## src/rtl/sail_hex_bits_stream_if.sv

```systemverilog
// Character-in / result-out stream bundle for the hex bitvector literal parser.
// The master side produces characters and consumes results; the slave side is the parser.
interface sail_hex_bits_stream_if #(
    parameter int WIDTH = 64
);
    logic             in_valid;
    logic             in_ready;
    logic [7:0]       in_char;
    logic             in_last;
    logic             out_valid;
    logic             out_ready;
    logic             out_ok;
    logic [WIDTH-1:0] out_value;

    modport master (
        output in_valid, in_char, in_last, out_ready,
        input  in_ready, out_valid, out_ok, out_value
    );

    modport slave (
        input  in_valid, in_char, in_last, out_ready,
        output in_ready, out_valid, out_ok, out_value
    );
endinterface

```

## src/rtl/sail_hex_bits_stream.sv

```systemverilog
// Streaming parser for "0x<hex digits>" literals into a WIDTH-bit bitvector.
// One character per beat; the result appears one cycle after the in_last beat and is held until taken.
module sail_hex_bits_stream #(
    parameter int WIDTH = 64
) (
    input  logic                   clk,
    input  logic                   reset,
    sail_hex_bits_stream_if.slave  bus
);
    // Wide enough to hold WIDTH+4 without wrapping, so an overflowing digit is always visible.
    localparam int SW = $clog2(WIDTH + 5) + 1;
    localparam logic [SW-1:0] SIG_LIMIT = SW'(WIDTH);
    localparam logic [SW-1:0] SIG_SAT   = SW'(WIDTH + 1);

    typedef enum logic [2:0] {
        P0,
        P1,
        FIRST,
        DIG,
        ERR,
        OUT
    } state_t;

    state_t           state;
    state_t           state_nx;
    logic [WIDTH-1:0] acc;
    logic [WIDTH-1:0] acc_nx;
    logic [WIDTH+3:0] acc_shift;
    logic [SW-1:0]    sig;
    logic [SW-1:0]    sig_nx;
    logic [SW-1:0]    sig_cand;
    logic             overflow;
    logic             overflow_nx;
    logic             ok_q;
    logic             ok_nx;

    logic             in_ready_int;
    logic             beat;
    logic             is_hex;
    logic [3:0]       digit;
    logic             digit_ovf;

    assign in_ready_int  = (state != OUT);
    assign beat          = bus.in_valid && in_ready_int;
    assign acc_shift     = {acc, digit};

    assign bus.in_ready  = in_ready_int;
    assign bus.out_valid = (state == OUT);
    assign bus.out_ok    = (state == OUT) && ok_q;
    assign bus.out_value = ((state == OUT) && ok_q) ? acc : '0;

    always_comb begin
        is_hex = 1'b0;
        digit  = 4'd0;
        if (bus.in_char >= 8'h30 && bus.in_char <= 8'h39) begin
            is_hex = 1'b1;
            digit  = bus.in_char[3:0];
        end else if ((bus.in_char >= 8'h41 && bus.in_char <= 8'h46) ||
                     (bus.in_char >= 8'h61 && bus.in_char <= 8'h66)) begin
            is_hex = 1'b1;
            digit  = bus.in_char[3:0] + 4'd9;
        end
    end

    // Leading zeros leave sig at 0; the first nonzero digit contributes its own bit length.
    always_comb begin
        sig_cand = sig;
        if (sig == '0) begin
            case (digit)
                4'd0:                      sig_cand = SW'(0);
                4'd1:                      sig_cand = SW'(1);
                4'd2, 4'd3:                sig_cand = SW'(2);
                4'd4, 4'd5, 4'd6, 4'd7:    sig_cand = SW'(3);
                default:                   sig_cand = SW'(4);
            endcase
        end else begin
            sig_cand = sig + SW'(4);
        end
        digit_ovf = (sig_cand > SIG_LIMIT);
    end

    always_ff @(posedge clk or posedge reset) begin
        if (reset) begin
            state    <= P0;
            acc      <= '0;
            sig      <= '0;
            overflow <= 1'b0;
            ok_q     <= 1'b0;
        end else begin
            state    <= state_nx;
            acc      <= acc_nx;
            sig      <= sig_nx;
            overflow <= overflow_nx;
            ok_q     <= ok_nx;
        end
    end

    always_comb begin
        state_nx    = state;
        acc_nx      = acc;
        sig_nx      = sig;
        overflow_nx = overflow;
        ok_nx       = ok_q;

        case (state)
            P0: begin
                if (beat) begin
                    ok_nx = 1'b0;
                    if (bus.in_last)
                        state_nx = OUT;
                    else if (bus.in_char == 8'h30)
                        state_nx = P1;
                    else
                        state_nx = ERR;
                end
            end

            P1: begin
                if (beat) begin
                    ok_nx = 1'b0;
                    if (bus.in_last)
                        state_nx = OUT;
                    else if (bus.in_char == 8'h78)
                        state_nx = FIRST;
                    else
                        state_nx = ERR;
                end
            end

            FIRST, DIG: begin
                if (beat) begin
                    if (is_hex && !digit_ovf && !overflow) begin
                        acc_nx   = acc_shift[WIDTH-1:0];
                        sig_nx   = sig_cand;
                        ok_nx    = bus.in_last;
                        state_nx = bus.in_last ? OUT : DIG;
                    end else begin
                        if (is_hex) begin
                            overflow_nx = 1'b1;
                            sig_nx      = SIG_SAT;
                        end
                        ok_nx    = 1'b0;
                        state_nx = bus.in_last ? OUT : ERR;
                    end
                end
            end

            ERR: begin
                if (beat && bus.in_last) begin
                    ok_nx    = 1'b0;
                    state_nx = OUT;
                end
            end

            OUT: begin
                if (bus.out_ready) begin
                    state_nx    = P0;
                    acc_nx      = '0;
                    sig_nx      = '0;
                    overflow_nx = 1'b0;
                    ok_nx       = 1'b0;
                end
            end

            default: begin
                state_nx = P0;
            end
        endcase
    end
endmodule

```

## src/flat_wrapper.sv

```systemverilog
// flat-port wrapper written by rule: the top's interface ports become plain ports
module sail_hex_bits_stream_flat 
#(
    parameter int WIDTH = 64
)
  (clk, reset, bus_in_valid, bus_in_char, bus_in_last, bus_out_ready, bus_in_ready, bus_out_valid, bus_out_ok, bus_out_value);
  sail_hex_bits_stream_if #(.WIDTH(WIDTH)) bus_i ();
  input  logic clk;
  input  logic reset;
  input wire logic [$bits(bus_i.in_valid)-1:0] bus_in_valid;
  input wire logic [$bits(bus_i.in_char)-1:0] bus_in_char;
  input wire logic [$bits(bus_i.in_last)-1:0] bus_in_last;
  input wire logic [$bits(bus_i.out_ready)-1:0] bus_out_ready;
  output wire logic [$bits(bus_i.in_ready)-1:0] bus_in_ready;
  output wire logic [$bits(bus_i.out_valid)-1:0] bus_out_valid;
  output wire logic [$bits(bus_i.out_ok)-1:0] bus_out_ok;
  output wire logic [$bits(bus_i.out_value)-1:0] bus_out_value;
  assign bus_i.in_valid = bus_in_valid;
  assign bus_i.in_char = bus_in_char;
  assign bus_i.in_last = bus_in_last;
  assign bus_i.out_ready = bus_out_ready;
  assign bus_in_ready = bus_i.in_ready;
  assign bus_out_valid = bus_i.out_valid;
  assign bus_out_ok = bus_i.out_ok;
  assign bus_out_value = bus_i.out_value;
  sail_hex_bits_stream #(.WIDTH(WIDTH)) u_core (.clk(clk), .reset(reset), .bus(bus_i));
endmodule
```

## config.mk

```make
export PLATFORM = sky130hd
export DESIGN_NAME = sail_hex_bits_stream_flat
export DESIGN_NICKNAME = d
export VERILOG_FILES = /design/src/rtl/sail_hex_bits_stream_if.sv /design/src/rtl/sail_hex_bits_stream.sv /design/src/flat_wrapper.sv
export SDC_FILE = /design/constraint.sdc
export NUM_CORES = 1
export LEC_CHECK = 0
export BUFFER_PORTS_ARGS = -buffer_cell sky130_fd_sc_hd__buf_2
export CAP_MARGIN = 20
export CELL_PAD_IN_SITES_DETAIL_PLACEMENT = 1
export CELL_PAD_IN_SITES_GLOBAL_PLACEMENT = 2
export CORE_MARGIN = 2
export CORE_UTILIZATION = 32
export DETAILED_ROUTE_END_ITERATION = 6
export PLACE_DENSITY = 0.85
export REMOVE_ABC_BUFFERS = 1
export SYNTH_ARGS = -nofsm -noshare
export SYNTH_HDL_FRONTEND = slang
export SYNTH_SLANG_ARGS = --single-unit
```

## constraint.sdc

```tcl
create_clock -name clk -period 2.4 [get_ports clk]
set_clock_uncertainty 0.05 [all_clocks]
set_input_delay 0.12 -clock clk [delete_from_list [all_inputs] [get_ports clk]]
set_output_delay 0.12 -clock clk [all_outputs]
set_load 0.02 [all_outputs]
```

==> impl_metrics.toml <==
[final_layout]
design_area_um2 = 5220
nets = 597
drive_above_1_share = 0.225
antennaDiodeCount = 0
nFillCells = 1540
syn2layout_area_growth_pct = 26.6
fin_cells = 755
fin_util = 0.414

[floorplan]
coreArea_um2 = 12600
fp.dieW_um = 118
ios = 80
die_h_um = 118
die_area_um2 = 13800
rows = 41
initial_utilization = 0.327

[grt]
grt_overflow = 0
antenna_found_initial = 0
grt_max_degree = 78
grt_pass1_vias = 3838
grt_use_total = 0.166
grt_pass1_wl_um = 18900

[place]
gp_congestion = 0.850
post-place-ws_ns = 0.0683
dp_hpwl_um = 7670
io_buffers = 79
post_dp_cell_area_um2 = 4760
dpl.cell_count = 733

[sta]
fin_tns_setup_ns = 0
worst_pin_slew_ns = 0.626
setup_ws_ns = 0.105
timing.final.crit_period_ns = 2.29
hold_violations = 0
maxSlewViolCount = 0
max_freq_mhz = 436
setup_viol = 0
relSlewSlack = 0.582
rsz0062_at_grt = "yes"
finalCritPeriodShare = 0.956
hold_ws_ns = 0.0414

[synth]
synthAdderAreaFrac = 0.0182
yosysTopAreaCell = "dfrtp_1"
syn_area_um2 = 4120
yosysMostFrequentCell = "nand2_1"
synth-xor-area-share = 0.00212
synth.avg_cell_area_um2 = 8.26
synth.distinct_cells = 46
synth_compound_area_frac = 0.149
yosysSeqAreaShare = 0.467
synthTopCellsByArea = "dfrtp_1 (47%), nand2_1 (12%), and3_1 (10%)"
synth.area.mux_share = 0.00728
synth_simple_gate_area_frac = 0.296
synth.top_cells.by_count = "nand2_1 (136), dfrtp_1 (77), and3_1 (67)"
ys_ff_latch = 77
synth_edf_count = 0
yosys_warnings = 0
postSynthCellCount = 499
synth_top_family_by_area = "simple AND/OR/NAND/NOR gates"
synth_top_cell_area_share = 0.467
ys_async_sr_fraction = 1.00
synth_ff_type = "dfrtp_1"

[worst_setup_path]
startpoint_type = "flip-flop"
cpPeakStageDelay_ns = 0.43
cp-startpoint = "u_core.sig[0]"
critical_path.top_delay_family = "simple AND/OR/NAND/NOR gates"
end_kind = "flip-flop"
arrival_ns = 2.45
required_ns = 2.56
reg2reg_depth = 7
rr_endpoint = "u_core.state[0]"
path_max_fanout = 6
worst-path-buf-inv = 0
rr_startpoint = "u_core.sig[0]"
critical_path_class = "reg -> reg"
rrSetupSlack_ns = 0.11
crit_path_cell_trace = "nor4_4 -> nand3_1 -> a311oi_2 -> nand4_1 -> nand2_1 -> nor2_1 -> o41ai_1"
slowest_stage = "dfrtp_1"

[hold_path]
hold_path_class = "in -> reg"
hold_depth = 3
whs_endpoint = "u_core.ok_q"
min_from = "bus_in_last"

[clock_network]
cts_root_buf = "clkbuf_16"
cts_tree = "done"
ctsHtreeMaxLevel = 3
cts_buffers = 9
cts_buffer_depth = 2
insertion_delay_ns = 0.33
clock_sinks = 77
path_clk_slew_ns = 0.06

[routing]
vias = 3836
drtIter0Drc = 250
routed_wl_um = 11500
via_per_inst = 5.08
route.detailed.drc = 0
drtAntennaViolNets = 0
firstDrtPassIters = 4
avgRoutedWirePerCell_um = 15.2

[flow_run]
maxCapViolCount = 0

[pwr]
intPower_mw = 2.65
peakVddDrop_mv = 0.424
leakage_nw = 2.66
clkPwrFrac = 0.434
comb_power_share = 0.187
switching_share = 0.292
power_switching_mw = 1.09
finalPower_mw = 3.74
powerDensity_nw_per_um2 = 716
seq_power_share = 0.380

[status]
status = "complete, no violations"
==> state kept, by name, summed over array words and instances, names as in the netlist <==
name	cells
u_core.overflow	1
u_core.acc	64
u_core.state	3
u_core.ok_q	1
u_core.sig	8
==> metal layers <==
layer | up-vias | part of all wire | track usage
met3 | 14 | 0.043 | 0.0392
met4 | 0 | 0.011 | 0.0444
met2 | 89 | 0.47 | 0.276
li1 | 1869 | - | -
met1 | 1864 | 0.48 | 0.217
met5 | - | 0 | 0
==> cells by family (layout without fill, tap and decap cells) <==
kind of cell | count (synthesis) | after routing
XOR/XNOR | 1 | 1
buffers and inverters | 49 | 133
flip-flops | 77 | 77
AO/OA/AOI/OAI | 108 | 108
adder cells (fa/ha/maj) | 6 | 6
multiplexers | 3 | 3
AND/OR/NAND/NOR | 255 | 255
==> worst register-to-register path, cell delays in order, from the launching register on <==
cell and delay [ns]:
dfrtp_1 0.43, nor4_4 0.32, nand3_1 0.17, a311oi_2 0.29, nand4_1 0.21, nand2_1 0.28, nor2_1 0.07, o41ai_1 0.36
==> worst max path at each step <==
stage                      endpoint  cells past startpoint
finish              u_core.state[0]                      7
global route         u_core.acc[19]                      8
CTS                  u_core.acc[18]                      9
detailed placement   u_core.acc[53]                      8
global placement     u_core.acc[16]                      8
floorplan            u_core.acc[10]                      6
==> power groups by stage <==
| stage | clock network, mW | logic, mW | registers (mW) |
|---|---|---|---|
| floorplan | 0 | 0.387 | 1.42 |
| global route | 1.71 | 0.775 | 1.42 |
| global placement | 0 | 0.664 | 1.43 |
| finish | 1.62 | 0.699 | 1.42 |
| detailed placement | 0 | 0.685 | 1.44 |
| CTS | 1.65 | 0.688 | 1.42 |
==> timing repair <==
action | in CTS | in global routing
hold endpoints to repair | 77 | 0
hold buffers | 1 | 0
setup endpoints to repair | 0 | 65
buffers inserted | 0 | 4
gates resized for setup | 0 | 8
==> area by class of cell <==
type	instances	area, µm²	area share
Clock buffer	13	270	0.0518
Clock inverter	3	90.1	0.0173
Inverter	11	42.5	0.00815
Multi-Input combinational cell	373	1970	0.377
Sequential cell	77	1930	0.370
Tap cell	172	215	0.0412
Timing Repair Buffer	106	701	0.134
==> placed cells by master, fill, tap and decap left out, types with 7 or more instances in the layout <==
| cell | n |
|---|---|
| nand2_1 | 135 |
| a21oi_1 | 13 |
| nand3_1 | 9 |
| buf_2 | 79 |
| o21ai_0 | 51 |
| clkbuf_16 | 10 |
| nor2_1 | 18 |
| o21ai_1 | 20 |
| buf_4 | 19 |
| and3_1 | 67 |
| inv_1 | 9 |
| nor3_1 | 7 |
| dfrtp_1 | 73 |
(Power assumes the default switching activity.)
